<file path="src/rtl/program_loader_pkg.sv">
// Shared definitions for the instruction-memory loader and run controller.
package program_loader_pkg;

  localparam int unsigned INSN_WIDTH        = 9;
  localparam int unsigned LOADER_ADDR_W     = 8;
  localparam int unsigned LOADER_CNT_W      = 16;
  localparam int unsigned LOADER_MAX_CYCLES = 32'h0000_FFFF;

  typedef enum logic [2:0] {
    ST_IDLE = 3'd0,
    ST_LOAD = 3'd1,
    ST_ARM  = 3'd2,
    ST_RUN  = 3'd3,
    ST_DONE = 3'd4
  } loader_state_t;

  // Host beats are only taken while a program is being gathered.
  function automatic logic state_accepts(loader_state_t s);
    return (s == ST_IDLE) || (s == ST_LOAD);
  endfunction

endpackage

</file>
<file path="src/rtl/program_loader_run_timer.sv">
// Run-cycle counter with enable, clear and a terminal-count compare.
module program_loader_run_timer #(
  parameter int unsigned CNT_W    = 16,
  parameter int unsigned TERMINAL = 32'h0000_FFFF
) (
  input  logic             clk_i,
  input  logic             rst_i,
  input  logic             en_i,
  input  logic             clr_i,
  output logic [CNT_W-1:0] count_o,
  output logic             terminal_c_o
);

  localparam int unsigned CW1 = CNT_W + 1;

  logic [CNT_W-1:0] count_q;
  logic [CNT_W-1:0] count_d;

  always_comb begin
    count_d = count_q;
    if (clr_i) begin
      count_d = '0;
    end else if (en_i) begin
      count_d = count_q + CNT_W'(1);
    end
  end

  always_ff @(posedge clk_i) begin
    if (rst_i) begin
      count_q <= '0;
    end else begin
      count_q <= count_d;
    end
  end

  // High during the cycle whose increment reaches the terminal count.
  assign terminal_c_o = (CW1'(count_q) + CW1'(1)) == CW1'(TERMINAL);
  assign count_o      = count_q;

endmodule

</file>
<file path="src/rtl/program_loader.sv">
// Streams a program into instruction memory, then runs the core until halt or timeout.
module program_loader
  import program_loader_pkg::*;
#(
  parameter int unsigned INSN_W     = INSN_WIDTH,
  parameter int unsigned ADDR_W     = LOADER_ADDR_W,
  parameter int unsigned CNT_W      = LOADER_CNT_W,
  parameter int unsigned MAX_CYCLES = LOADER_MAX_CYCLES
) (
  input  logic              _CLK,
  input  logic              _reset,
  input  logic              _insnValid,
  input  logic [INSN_W-1:0] _insnData,
  input  logic              _insnLast,
  output logic              insnReady,
  output logic              memWrite,
  output logic [ADDR_W-1:0] memAddr,
  output logic [INSN_W-1:0] memData,
  output logic              start,
  input  logic              _halt,
  input  logic              _clear,
  output logic              done,
  output logic              timeout,
  output logic              overflow,
  output logic [ADDR_W:0]   loadCount,
  output logic [CNT_W-1:0]  cycleCount
);

  loader_state_t     state_q;
  logic [ADDR_W:0]   load_cnt_q;
  logic              mem_write_q;
  logic [ADDR_W-1:0] mem_addr_q;
  logic [INSN_W-1:0] mem_data_q;
  logic              start_q;
  logic              done_q;
  logic              timeout_q;
  logic              overflow_q;

  logic              beat_c;
  logic              ptr_full_c;
  logic              run_c;
  logic              timer_clr_c;
  logic              terminal_c;
  logic [CNT_W-1:0]  cycle_cnt;

  assign insnReady   = state_accepts(state_q);
  assign beat_c      = _insnValid & insnReady;
  // The write pointer is the word count; beats only arrive below capacity.
  assign ptr_full_c  = (load_cnt_q[ADDR_W-1:0] == '1);
  assign run_c       = (state_q == ST_RUN);
  assign timer_clr_c = (state_q == ST_DONE) & _clear;

  program_loader_run_timer #(
    .CNT_W   (CNT_W),
    .TERMINAL(MAX_CYCLES)
  ) u_run_timer (
    .clk_i       (_CLK),
    .rst_i       (_reset),
    .en_i        (run_c),
    .clr_i       (timer_clr_c),
    .count_o     (cycle_cnt),
    .terminal_c_o(terminal_c)
  );

  always_ff @(posedge _CLK) begin
    if (_reset) begin
      state_q     <= ST_IDLE;
      load_cnt_q  <= '0;
      mem_write_q <= 1'b0;
      mem_addr_q  <= '0;
      mem_data_q  <= '0;
      start_q     <= 1'b0;
      done_q      <= 1'b0;
      timeout_q   <= 1'b0;
      overflow_q  <= 1'b0;
    end else begin
      mem_write_q <= 1'b0;
      case (state_q)
        ST_IDLE, ST_LOAD: begin
          if (beat_c) begin
            mem_write_q <= 1'b1;
            mem_addr_q  <= load_cnt_q[ADDR_W-1:0];
            mem_data_q  <= _insnData;
            load_cnt_q  <= load_cnt_q + (ADDR_W+1)'(1);
            if (_insnLast) begin
              state_q <= ST_ARM;
            end else if (ptr_full_c) begin
              state_q    <= ST_DONE;
              done_q     <= 1'b1;
              overflow_q <= 1'b1;
            end else begin
              state_q <= ST_LOAD;
            end
          end
        end
        ST_ARM: begin
          state_q <= ST_RUN;
          start_q <= 1'b1;
        end
        ST_RUN: begin
          // Halt takes precedence over a coincident timeout.
          if (_halt) begin
            state_q <= ST_DONE;
            start_q <= 1'b0;
            done_q  <= 1'b1;
          end else if (terminal_c) begin
            state_q   <= ST_DONE;
            start_q   <= 1'b0;
            done_q    <= 1'b1;
            timeout_q <= 1'b1;
          end
        end
        ST_DONE: begin
          if (_clear) begin
            state_q    <= ST_IDLE;
            load_cnt_q <= '0;
            done_q     <= 1'b0;
            timeout_q  <= 1'b0;
            overflow_q <= 1'b0;
          end
        end
        default: begin
          state_q <= ST_IDLE;
          start_q <= 1'b0;
        end
      endcase
    end
  end

  assign memWrite   = mem_write_q;
  assign memAddr    = mem_addr_q;
  assign memData    = mem_data_q;
  assign start      = start_q;
  assign done       = done_q;
  assign timeout    = timeout_q;
  assign overflow   = overflow_q;
  assign loadCount  = load_cnt_q;
  assign cycleCount = cycle_cnt;

endmodule
</file>
<file path="config.mk">
export PLATFORM = sky130hd
export DESIGN_NAME = program_loader
export DESIGN_NICKNAME = d
export VERILOG_FILES = /design/src/rtl/program_loader_pkg.sv /design/src/rtl/program_loader_run_timer.sv /design/src/rtl/program_loader.sv
export SDC_FILE = /design/constraint.sdc
export NUM_CORES = 1
export LEC_CHECK = 0
export CORE_ASPECT_RATIO = 0.9
export CORE_MARGIN = 1.5
export CORE_UTILIZATION = 45
export CTS_BUF_LIST = sky130_fd_sc_hd__clkbuf_4 sky130_fd_sc_hd__clkbuf_8
export DETAILED_ROUTE_END_ITERATION = 8
export MAX_ROUTING_LAYER = met4
export PLACE_DENSITY = 0.9
export SLEW_MARGIN = 20
export SYNTH_ARGS = -nofsm -noshare
export SYNTH_HDL_FRONTEND = slang
export SYNTH_SLANG_ARGS = --single-unit
</file>
<file path="constraint.sdc">
create_clock -name _CLK -period 2.1 [get_ports _CLK]
set_clock_uncertainty 0.2 [all_clocks]
set_input_delay 0.315 -clock _CLK [delete_from_list [all_inputs] [get_ports _CLK]]
set_output_delay 0.315 -clock _CLK [all_outputs]
set_load 0.1 [all_outputs]
</file>
== After elaboration in Yosys (flattened, before gate mapping) ==
Cells that the tools add are included.
Storage, ports and cells
  bits in registers: 50
  bits of input ports: 15
  word-level logic and storage cells: 70
Operators by class
  $add $sub $neg: 3
  equality and inequality tests: 13
  multiplexer cells: 24
  bitwise operators: 4
  reductions and logical operators: 16
Operator list (count)
  $mux 3: 6
  $mux 9: 2
  $pmux 9 s2: 1
  $add 16x1->17 const B: 1
  $eq 17x16->1 const B: 1
  $add 16x1->16 const B: 1
  $pmux 3 s4: 1
  $mux 1: 10
  $ne 2x2->1 const B: 5
  $add 9x1->9 const B: 1
  $eq 8x8->1 const B: 1
  $eq 3x2->1 const B: 2
  $pmux 1 s3: 2
  $reduce_and 3->1: 2
  $reduce_and 6->1: 1
  $reduce_or 2->1: 3
  $reduce_and 5->1: 1
  $pmux 1 s2: 2
  $reduce_and 2->1: 2
  $reduce_and 4->1: 1
  $reduce_bool 2->1: 2
  $eq 3x1->1 const B: 1
  $eq 3x3->1 const B: 1
  $logic_not 3->1: 1
  other kinds (7): 9

== Longest topological paths before layout ==
Gate-level depths: netlist of run 1.
  depth after elaboration: 5
  gate-level depth with buffers: 7

== Hierarchy ==
A second synthesis of run 1 with hierarchy kept.
Second synthesis, totals
  cell total of the unflattened synthesis: 293
  area total of the unflattened synthesis: 2404.8 µm²
Modules (own cells, without submodules)
  program_loader: instances 1, cells each 175, area an instance 1430.1 µm², seq. area each 680.7 µm²
  program_loader_run_timer: instances 1, cells each 118, area an instance 974.7 µm², seq. area each 320.3 µm²

== Worst setup path before layout of run 1 ==
No wires, ideal clock.
  kind: register to register
  from: register state_q[1]
  to: register mem_addr_q[0], in the netlist memAddr[0]
  setup time: 0.070 ns
  arrival time: 2.824 ns
  required time: 1.830 ns
  setup slack: -0.994 ns
  cell stages (with the launch flop): 8
  path buffers: 3
  clock period less this slack: 3.094 ns
  cell sequence: dfxtp_1 buf_2 nor2_1 and2_1 clkbuf_1 clkbuf_1 nand2_1 a21oi_1
On the way
  longest elaborated chain between the ends: 4
  elaborated cells between the ends (all ways): 6
Ends and longest elaborated chain
  start: declaration: RTL line program_loader.sv:29  | loader_state_t state_q;
  start signal: assignment: RTL line program_loader.sv:67  | state_q <= ST_IDLE;
  start signal: assignment: RTL line program_loader.sv:86  | state_q <= ST_ARM;
  start signal: assignment: RTL line program_loader.sv:88  | state_q <= ST_DONE;
  $eq 3x1->1 / $logic_not 3->1 (equally long branches): RTL line program_loader_pkg.sv:19  | return (s == ST_IDLE) || (s == ST_LOAD);
  $logic_or 1x1->1 *: RTL line program_loader_pkg.sv:19
  via insnReady: RTL line program_loader.sv:15  | output logic insnReady,
  $and 1x1->1 *: RTL line program_loader.sv:47  | assign beat_c = _insnValid & insnReady;
  $reduce_and 2->1 (no line) *
  end signal: assignment: RTL line program_loader.sv:82  | mem_addr_q <= load_cnt_q[ADDR_W-1:0];
  end: declaration: RTL line program_loader.sv:32  | logic [ADDR_W-1:0] mem_addr_q;
The timed path passes the listed nets; every way through them passes the cells marked *.
A chain may end at the register's enable or synchronous reset.

== Worst setup path in the final report of run 1 ==
  from: register u_run_timer.count_q[1], in the netlist u_run_timer.count_o[1]
  to: register timeout_q, in the netlist timeout
On the way
  longest elaborated chain between the ends: 4
Ends and longest elaborated chain
  start: declaration: RTL line program_loader_run_timer.sv:16  | logic [CNT_W-1:0] count_q;
  start signal: assignment: RTL line program_loader_run_timer.sv:32  | count_q <= count_d;
  $add 16x1->17: RTL line program_loader_run_timer.sv:37  | assign terminal_c_o = (CW1'(count_q) + CW1'(1)) == CW1'(TERMINAL);
  $eq 17x16->1: RTL line program_loader_run_timer.sv:37
  $ne 2x1->1 (no line)
  $reduce_and 4->1 (no line)
  end signal: assignment: RTL line program_loader.sv:74  | timeout_q <= 1'b0;
  end signal: assignment: RTL line program_loader.sv:110  | timeout_q <= 1'b1;
  end signal: assignment: RTL line program_loader.sv:118  | timeout_q <= 1'b0;
  end: declaration: RTL line program_loader.sv:36  | logic timeout_q;
No other way between the ends.

==> reports/metrics.yaml, run 1 <==
path_max_fanout: 6
status: "completed"
netlist-cell-type-count: 46
stdcell_count: 431
path_cells: "ha_4 -> or3b_2 -> o22ai_2 -> o2bb2ai_2 -> o2111ai_2 -> buf_4 -> o21ai_1"
worstSetupPathType: "reg2reg"
ys.flop_type: "dfxtp_1"
tns_ns: 0
min_to: "memData[7]"
fin_nets: 383
drtPass1Iterations: 4
synth-seq-cells: 50
hold_path.startpoint: "memData[7]"
cp-startpoint: "u_run_timer.count_o[1]"
endpoint_kind: "flip-flop"
clk-insertion-delay-late_ns: 0.31
grt_use_total: 0.239
areaGrowthSynthToFinish_pct: 41.2
core_um2: 4920
wl_per_cell_um: 14.6
crit_family: "compound AO/OA/AOI/OAI gates"
worstMarginPinSlew_ns: 0.532
path_buf_inv: 1
powerDensity_nw_per_um2: 640
syn_area_um2: 2340
p_leak_nw: 1.29
required_ns: 2.14
drt_drc_violations_left: 0
drive_above_1_share: 0.320
crit_path_top_delay_cell: "or3b_2"
drv_slew: 0
crit_cells: 7
dieWidth_um: 79.0
rr_startpoint: "u_run_timer.count_o[1]"
synth_top_area_frac: 0.428
setup_viol: 0
maxSlewHeadroom: 0.645
clk_path_buf_depth: 2
drt_iter0_drc: 163
antenna_found_initial: 0
cts_tree: "built"
synthArstFlopShare: 0
placedCellCount: 422
cts.clk_slew.worst_paths_ns: 0.09
hold_path_class: "reg2reg"
hold_path_depth: 2
ctsHoldBuffers: 0
vdd_ir_drop_max_uv: 473
root_buffer: "clkbuf_8"
avgViaCountPerCell: 5.41
drtAntennaViolNets: 0
rows: 24
drv_cap: 0
numCtsBuffers: 5
clkSinkCount: 50
grt-ovfl-total: 0
place.gp.congestion: 0.891
initial_utilization: 0.475
fin_util: 0.671
yosysWarnings: 0
yosysSeqAreaShare: 0.428
die_h_um: 71.4
grt_max_degree: 25
r2r_slack_ns: 0.05
ys_top_cells_by_count: "nand2_1 (57), dfxtp_1 (50), nor2_1 (36), a21oi_1 (25), xor2_1 (15)"
wl_um: 6300
cp.arrival_ns: 2.10
h-tree-depth: 2
dieArea_um2: 5640
synth.area.top_cells: "dfxtp_1 (43%), nand2_1 (9.1%), nor2_1 (5.8%), xor2_1 (5.6%), a21oi_1 (5.3%)"
syn_inst: 289
grt_pass1_vias: 2264
reg2reg_depth: 7
start_kind: "flip-flop"
hold_viol: 0
fmax_mhz: 487
ios: 63
post-route-min-period_ns: 2.05
syn_nets: 307
port_buffers: 62
fin_crit_sh: 0.978
grt_first_pass_wirelength_um: 10500
hpwl_um: 4550
vias: 2332
synth_largest_area_cell: "dfxtp_1"
yosysMostFrequentCell: "nand2_1"
worstReg2RegEnd: "timeout"
syn_area_per_cell_um2: 8.10
slowest_delay_ns: 0.45
antennaDiodeCount: 0
synth-edff-count: 0
[sequential cells by signal (all words and copies together), names as in the netlist]
signal               cells
timeout                  1
loadCount                9
start                    1
memAddr                  8
overflow                 1
memWrite                 1
state_q                  3
memData                  9
u_run_timer.count_o     16
done                     1
[area by class of cell]
type	instances	area, um^2
multi-input cells	221	1320
repair buffers	83	708
well taps	65	81.3
flip-flops and latches	50	1070
clock buffers	6	76.3
fillers	412	1620
clock inverters	2	37.5
inverters	4	15.0
[per-stage QoR]
| step | total power [mW] | hold slack, ns | area [um^2] | setup slack (ns) |
|---|---|---|---|---|
| floorplan | 1.31 | 0.251 | 2460 | -0.138 |
| finish | 2.11 | 0.257 | 3300 | 0.0455 |
| global route | 2.19 | 0.279 | 3300 | -0.0132 |
| detailed placement | 1.44 | 0.248 | 3170 | -0.0762 |
| global placement | 1.43 | 0.243 | 3170 | -0.00312 |
| CTS | 2.13 | 0.261 | 3290 | 0.0166 |
[routing by layer]
metal	up-vias	global-route usage	share of wire
met1	1095	0.302	0.45
met3	12	0.0395	0.051
met2	67	0.383	0.48
li1	1158	-	-
met4	0	0.0936	0.019
met5	-	-	0
[cell families (layout without fill, tap and decap cells)]
kind of cell | count (synthesis) | in the layout | synth area share
flip-flops | 50 | 50 | 0.428
adder cells (fa/ha/maj) | 3 | 3 | 0.0160
XOR/XNOR | 21 | 21 | 0.0786
AND/OR/NAND/NOR | 141 | 141 | 0.285
buffers and inverters | 18 | 95 | 0.0337
AO/OA/AOI/OAI | 56 | 56 | 0.159
[worst max path at each step]
stage | to | slack, ns
finish | timeout | 0.05
global route | done | -0.01
CTS | timeout | 0.02
detailed placement | loadCount[6] | -0.08
global placement | loadCount[6] | -0.003
floorplan | start | -0.14
[what timing repair did]
| action | CTS | global route |
|---|---|---|
| resized for setup | 1 | 3 |
| setup buffers | 0 | 1 |
| endpoints found under the setup margin | 1 | 4 |
[power breakdown]
| part | internal [mW] | switching, mW | total, mW |
|---|---|---|---|
| Clock | 0.369 | 0.327 | 0.695 |
| Combinational | 0.120 | 0.309 | 0.429 |
| Sequential | 0.961 | 0.0295 | 0.990 |
[worst reg2reg max path, delay by kind of cell (launching register included)]
| kind | cells | cell delay, ns |
|---|---|---|
| and+or+nand+nor | 1 | 0.45 |
| AOI/OAI and AO/OA | 4 | 0.58 |
| adders and majority gates | 1 | 0.19 |
| buffers and inverters | 1 | 0.18 |
| DFF | 1 | 0.39 |
[cells in the final DEF (no fill, tap or decap), types with 6 or more instances in the layout]
master	count
a21oi_1	24
buf_4	65
clkdlybuf4s50_1	14
dfxtp_1	27
dfxtp_2	7
dfxtp_4	16
nand2_1	57
nand3_1	10
nand4_1	9
nor2_1	35
nor3_1	6
xnor2_1	6
xor2_1	15
(Power assumes the default switching activity.)
==> run 2, diff against run 1 <==
Settings changed: SYNTH_HIERARCHICAL from default to 1.
==> run 2 against run 1 <==
  * The run now ends with setup timing left
  * Final area is 8.8% higher
  * Non-clock buffer count is 29 higher
  * Critical path type unchanged
  * Synthesized area is 2.8% higher
  * Final cell count is 7.0% higher
  * Via count is 12% higher
  * Wire length is 20% higher
  * Hold slack better by 0.0028 ns
  * Largest power group unchanged
==> reports/metrics.yaml, run 2 <==
p_leak_nw: 1.46  # +13%
endpoint_kind: "flip-flop"
wl_per_cell_um: 16.3  # +12%
start_kind: "flip-flop"
met1Wirelength_um: 3040  # +7.6%
post-route-min-period_ns: 2.68  # +0.622 ns
yosysSeqAreaShare: 0.416  # -0.0116
cp.arrival_ns: 2.72  # +0.62 ns
synth.area.top_cells: "dfxtp_1 (42%), nand2_1 (7.0%), nor2_1 (6.4%), a21oi_1 (5.4%), xnor2_1 (4.7%)"
fin_nets: 412  # +7.6%
yosysMostFrequentCell: "dfxtp_1"
layout_common_cells: "buf_4 (93), nand2_1 (45), nor2_1 (38)"
antennaDiodeCount: 0  # unchanged
wl_met3_um: 621  # +93%
fmax_mhz: 374  # -23%
tns_ns: -2.21  # -2.21 ns
slowest_delay_ns: 0.43  # -0.02 ns
wl_um: 7530  # +20%
dieWidth_um: 80.1  # +1.3%
syn_nets: 312  # +1.6%
syn_area_um2: 2400  # +2.8%
drive_above_1_share: 0.398  # +0.0788
vdd_ir_drop_max_uv: 418  # -12%
place.gp.congestion: 0.934  # +4.8%
path_max_fanout: 4  # -2
ys_top_cells_by_count: "dfxtp_1 (50), nand2_1 (45), nor2_1 (41), a21oi_1 (26), nand3_1 (16)"
grt_max_degree: 17  # -32%
clk-insertion-delay-late_ns: 0.31  # about the same
die_h_um: 72.4  # +1.3%
ctsHoldBuffers: 0  # unchanged
topRoutingLayerUsed: "met4"
drt_drc_violations_left: 0  # unchanged
syn_inst: 293  # +1.4%
synthArstFlopShare: 0  # unchanged
areaGrowthSynthToFinish_pct: 49.5
drv_cap: 0  # unchanged
fin_crit_sh: 1.27  # +0.296
crit_end: "state_q[2]"
seq_area_um2: 1060  # -0.70%
clkSinkCount: 50  # unchanged
worstMarginPinSlew_ns: 0.407  # -0.125 ns
fin_util: 0.692  # +0.0213
drtPass1Iterations: 5  # +1
wl_met2_um: 3640  # +20%
rows: 25  # +4.2%
maxSlewHeadroom: 0.728  # +0.0829
grt-ovfl-total: 0  # unchanged
worstReg2RegEnd: "state_q[2]"
fin_ws_ns: -0.576  # -0.622 ns
netlist-cell-type-count: 49  # +6.5%
setup_viol: 6  # +6
worstSetupPathType: "reg2reg"
h-tree-depth: 2  # unchanged
numCtsBuffers: 5  # unchanged
ys.flop_type: "dfxtp_1"
drt_iter0_drc: 351  # +120%
violations: "setup timing"
synth_largest_area_cell: "dfxtp_1"
syn_area_per_cell_um2: 8.21  # +1.4%
antenna_found_initial: 0  # unchanged
hold_viol: 0  # unchanged
synth_top_area_frac: 0.416  # -0.0116
initial_utilization: 0.463  # -0.0120
status: "finished, violations left"
drtAntennaViolNets: 0  # unchanged
ios: 63  # unchanged
yosysWarnings: 6  # +6
drv_slew: 0  # unchanged
root_buffer: "clkbuf_8"
reg2reg_depth: 9  # +2
dieArea_um2: 5790  # +2.7%
grt_use_total: 0.258  # +0.0191
vias: 2612  # +12%
required_ns: 2.15  # about the same
path_cells: "buf_4 -> and3_2 -> nor4_2 -> a31oi_1 -> a2111oi_4 -> nor2_2 -> a311oi_2 -> nand2_1 -> a21oi_2"
stdcell_count: 461  # +7.0%
nFillCells: 385  # -6.6%
dpl-instance-area_um2: 3390  # +6.8%
power_mw: 2.07  # -2.1%
grt_pass1_vias: 2465  # +8.9%
hold_path_class: "reg2reg"
core_um2: 5190  # +5.4%
hold_path.startpoint: "memData[1]"
mostFrequentLayoutCell: "buf_4"
rsz0062_at_grt: "yes"
multiInputGateArea_um2: 1390  # +5.3%
largest_reg_flops: 16  # unchanged
synth-seq-cells: 50  # unchanged
avgViaCountPerCell: 5.67  # +4.7%
whs_ns: 0.259  # +0.00276 ns
r2r_slack_ns: -0.58  # -0.62 ns
port_buffers: 62  # unchanged
fin_area_um2: 3590  # +8.8%
rr_startpoint: "u_run_timer/count_o[1]"
cts_tree: "built"
crit_path_top_delay_cell: "a2111oi_4"
clk_path_buf_depth: 2  # unchanged
post-place-ws_ns: -0.243  # -0.167 ns
grt_first_pass_wirelength_um: 11300  # +7.5%
hpwl_um: 4970  # +9.2%
powerDensity_nw_per_um2: 576  # -10%
synth-edff-count: 0  # unchanged
placedCellCount: 447  # +5.9%
cts.clk_slew.worst_paths_ns: 0.10  # about the same
cp-startpoint: "u_run_timer/count_o[1]"
run 2: cell count changes after synthesis, sizes merged, moves of 3 or more:
cell   change
or3b       -3
o21ai      -6
nand3      +5
nand2     -11
inv        +3
buf        +5
nor2       +5
xnor2      +7
run 2: critical path: cells and delay by family, from the launching register on:
family                 cells  cell delay (ns)
buffers and inverters      1             0.14
AO/OA/AOI/OAI              4             1.10
AND/OR/NAND/NOR            4             0.80
flip-flops                 1             0.38
run 2: area by class of cell:
type / count / share of cell area
Inverter: 7 / 0.00731
Clock inverter: 2 / 0.00418
Clock buffer: 6 / 0.0230
Tap cell: 67 / 0.0233
Multi-Input combinational cell: 217 / 0.386
Timing Repair Buffer: 112 / 0.261
Sequential cell: 50 / 0.296
run 2: routing by layer:
metal  up-vias  track usage
met5         -            -
met4         0        0.107
met3        32       0.0503
met2       154        0.425
met1      1226        0.308
li1       1200            -
run 2: how the worst min path moves through the flow:
stage                             to  slack [ns]  cells past startpoint
after floorplan           memData[6]        0.25                      2
after global routing      memAddr[4]        0.28                      2
after detailed placement  memData[0]        0.25                      2
after CTS                 memData[0]        0.26                      2
final                     memData[1]        0.26                      2
after global placement    memAddr[1]        0.24                      2
run 2: repair_timing:
item | CTS | global route
setup buffers | 1 | 5
gates cloned | 0 | 0
resized for setup | 6 | 9
pin swaps | 2 | 5
endpoints found under the setup margin | 5 | 6
run 2: where the power goes:
part / total, mW / switching [mW] / internal (mW) / leakage [nW]
sequential: 0.994 / 0.0311 / 0.963 / 0.421
clock: 0.609 / 0.336 / 0.273 / 0.0521
combinational: 0.467 / 0.334 / 0.133 / 0.991
run 2: cells by family (layout without fill, tap and decap cells):
group                      Yosys count  in the layout  synth area share
AOI/OAI and AO/OA                   49             49             0.132
xor gates and xnor gates            26             26            0.0947
adders and majority gates            4              4            0.0208
buffers and inverters               26            127            0.0536
DFF                                 50             50             0.416
and+or+nand+nor                    138            138             0.283
==> run 3, diff against run 2 <==
Settings changed: SKIP_LAST_GASP from default to 1.
==> run 3 against run 2 <==
  * The flow still finishes with violations (setup timing)
  * Core utilization decreased by 0.31 points
  * Register-to-register slack improved by 0.14 ns
  * Clock power decreased by 0.7%
  * Power decreased by 0.41%
  * Largest cell class unchanged
==> reports/metrics.yaml, run 3 (synthesized netlist as in run 2, its figures left out) <==
status: "finished, violations left"
violations: "setup timing"
reg2reg_depth: 10  # +1
hold_path_class: "reg2reg"
root_buffer: "clkbuf_8"
grt-ovfl-total: 0  # unchanged
fin_ws_ns: -0.437  # +0.139 ns
r2r_slack_ns: -0.44  # +0.14 ns
intPower_mw: 1.37  # about the same
fin_crit_sh: 1.21  # -0.0662
nFillCells: 379  # -1.6%
antenna_found_initial: 0  # unchanged
clk-insertion-delay-late_ns: 0.31  # about the same
path_buf_inv: 0  # -1
fmax_mhz: 394  # +5.5%
rr_startpoint: "u_run_timer/count_o[0]"
vdd_ir_drop_max_uv: 414  # -0.96%
fin_nets: 412  # unchanged
worstSetupPathType: "reg2reg"
largest_reg_flops: 16  # unchanged
path_cells: "ha_4 -> nand4_1 -> nor4_4 -> xor2_1 -> nand3_1 -> a2111oi_4 -> nor2_2 -> a311oi_2 -> nand2_1 -> a21oi_1"
setup_viol: 6  # unchanged
placedCellCount: 447  # unchanged
drv_cap: 0  # unchanged
drtPass1Iterations: 5  # unchanged
core_um2: 5190  # unchanged
start_kind: "flip-flop"
slowest_delay_ns: 0.40  # -0.03 ns
rows: 25  # unchanged
cts_tree: "built"
clockPowerShare: 0.293  # about the same
hold_viol: 0  # unchanged
initial_utilization: 0.463  # unchanged
ctsHoldBuffers: 0  # unchanged
dieWidth_um: 80.1  # unchanged
port_buffers: 62  # unchanged
wl_um: 7190  # -4.5%
endpoint_kind: "flip-flop"
switchingPower_mw: 0.693  # -1.1%
numCtsBuffers: 5  # unchanged
crit_family: "compound AO/OA/AOI/OAI gates"
min_to: "memData[1]"
post-route-min-period_ns: 2.54  # -0.139 ns
die_h_um: 72.4  # unchanged
fin_area_um2: 3580  # -0.45%
antennaDiodeCount: 0  # unchanged
grt_first_pass_wirelength_um: 11300  # unchanged
drv_slew: 0  # unchanged
place.gp.congestion: 0.934  # unchanged
worstReg2RegEnd: "state_q[2]"
dieArea_um2: 5790  # unchanged
clkSinkCount: 50  # unchanged
sw_frac_of_total: 0.336  # -0.00243
maxSlewHeadroom: 0.738  # +0.00955
drt_iter0_drc: 271  # -23%
dpl-instance-area_um2: 3390  # unchanged
vias: 2541  # -2.7%
grt_use_total: 0.258  # unchanged
hpwl_um: 4970  # unchanged
drtAntennaViolNets: 0  # unchanged
mostFrequentLayoutCell: "buf_4"
rsz0062_at_grt: "yes"
comb_power_share: 0.224  # -0.002
drive_above_1_share: 0.391  # -0.00761
grt_pass1_vias: 2465  # unchanged
worstMarginPinSlew_ns: 0.393  # -0.0143 ns
grt_max_degree: 17  # unchanged
stdcell_count: 461  # unchanged
powerDensity_nw_per_um2: 576  # about the same
avgViaCountPerCell: 5.51  # -2.7%
drt_drc_violations_left: 0  # unchanged
hold_path_depth: 2  # unchanged
p_seq_frac: 0.482  # +0.002
path_max_fanout: 5  # +1
clk_path_buf_depth: 2  # unchanged
areaGrowthSynthToFinish_pct: 48.8
cp.arrival_ns: 2.57  # -0.15 ns
h-tree-depth: 2  # unchanged
ios: 63  # unchanged
cts.clk_slew.worst_paths_ns: 0.10  # about the same
p_leak_nw: 1.46  # -0.11%
wl_per_cell_um: 15.6  # -4.5%
hold_path.startpoint: "memData[1]"
required_ns: 2.13  # -0.02 ns
layout_common_cells: "buf_4 (93), nand2_1 (45), nor2_1 (38)"
crit_path_top_delay_cell: "dfxtp_4"
-- run 3: what timing repair did --
action                                  4_1_cts  5_1_grt
setup buffers                                 1        5
endpoints found under the setup margin        5        6
cloned                                        0        0
resized for setup                             6        6
pin swaps                                     2        5
-- run 3: worst min-delay path, stage by stage, from the launching register on --
cell and delay, ns:
dfxtp_1 0.32, nand2_1 0.05, a21oi_1 0.05
-- run 3: how the worst max path moves through the flow --
stage / startpoint / endpoint / slack [ns] / cells after the start
after CTS: u_run_timer/count_o[0] / state_q[2] / -0.27 / 10
final: u_run_timer/count_o[0] / state_q[2] / -0.44 / 10
after floorplan: u_run_timer/count_o[3] / state_q[2] / -0.35 / 10
after detailed placement: u_run_timer/count_o[0] / state_q[2] / -0.24 / 10
after global placement: u_run_timer/count_o[0] / state_q[2] / -0.15 / 10
after global routing: u_run_timer/count_o[0] / done / -0.51 / 11
-- run 3: area by class of cell --
| type | instances | area, um^2 | area share |
|---|---|---|---|
| Clock buffer | 6 | 82.6 | 0.0231 |
| Clock inverter | 2 | 15.0 | 0.00420 |
| Sequential cell | 50 | 1060 | 0.297 |
| Tap cell | 67 | 83.8 | 0.0234 |
| Timing Repair Buffer | 112 | 938 | 0.262 |
| Inverter | 7 | 26.3 | 0.00734 |
| Multi-Input combinational cell | 217 | 1370 | 0.383 |
-- run 3: power groups by stage --
stage	Combinational [mW]	Sequential (mW)	Clock, mW
floorplan	0.124	1.21	0
global placement	0.437	1.01	0
detailed placement	0.445	1.01	0
CTS	0.448	0.993	0.619
global route	0.485	0.999	0.656
finish	0.462	0.994	0.605
-- run 3: stage by stage --
step                      hold slack (ns)  setup slack (ns)  TNS, ns  utilization  power [mW]
final                               0.259            -0.437    -1.65        0.689        2.06
after floorplan                     0.251            -0.348    -1.34            -        1.33
after detailed placement            0.249            -0.243   -0.880        0.652        1.46
after global placement              0.243            -0.148   -0.405        0.652        1.45
after global routing                0.281            -0.512    -2.04        0.689        2.14
after CTS                           0.263            -0.267   -0.759        0.678        2.06
-- run 3: routing by layer --
layer,up-vias,track usage,share of wire
met3,16,0.0503,0.076
met4,0,0.107,0.018
li1,1203,-,-
met1,1188,0.308,0.41
met2,134,0.425,0.50
met5,-,-,0
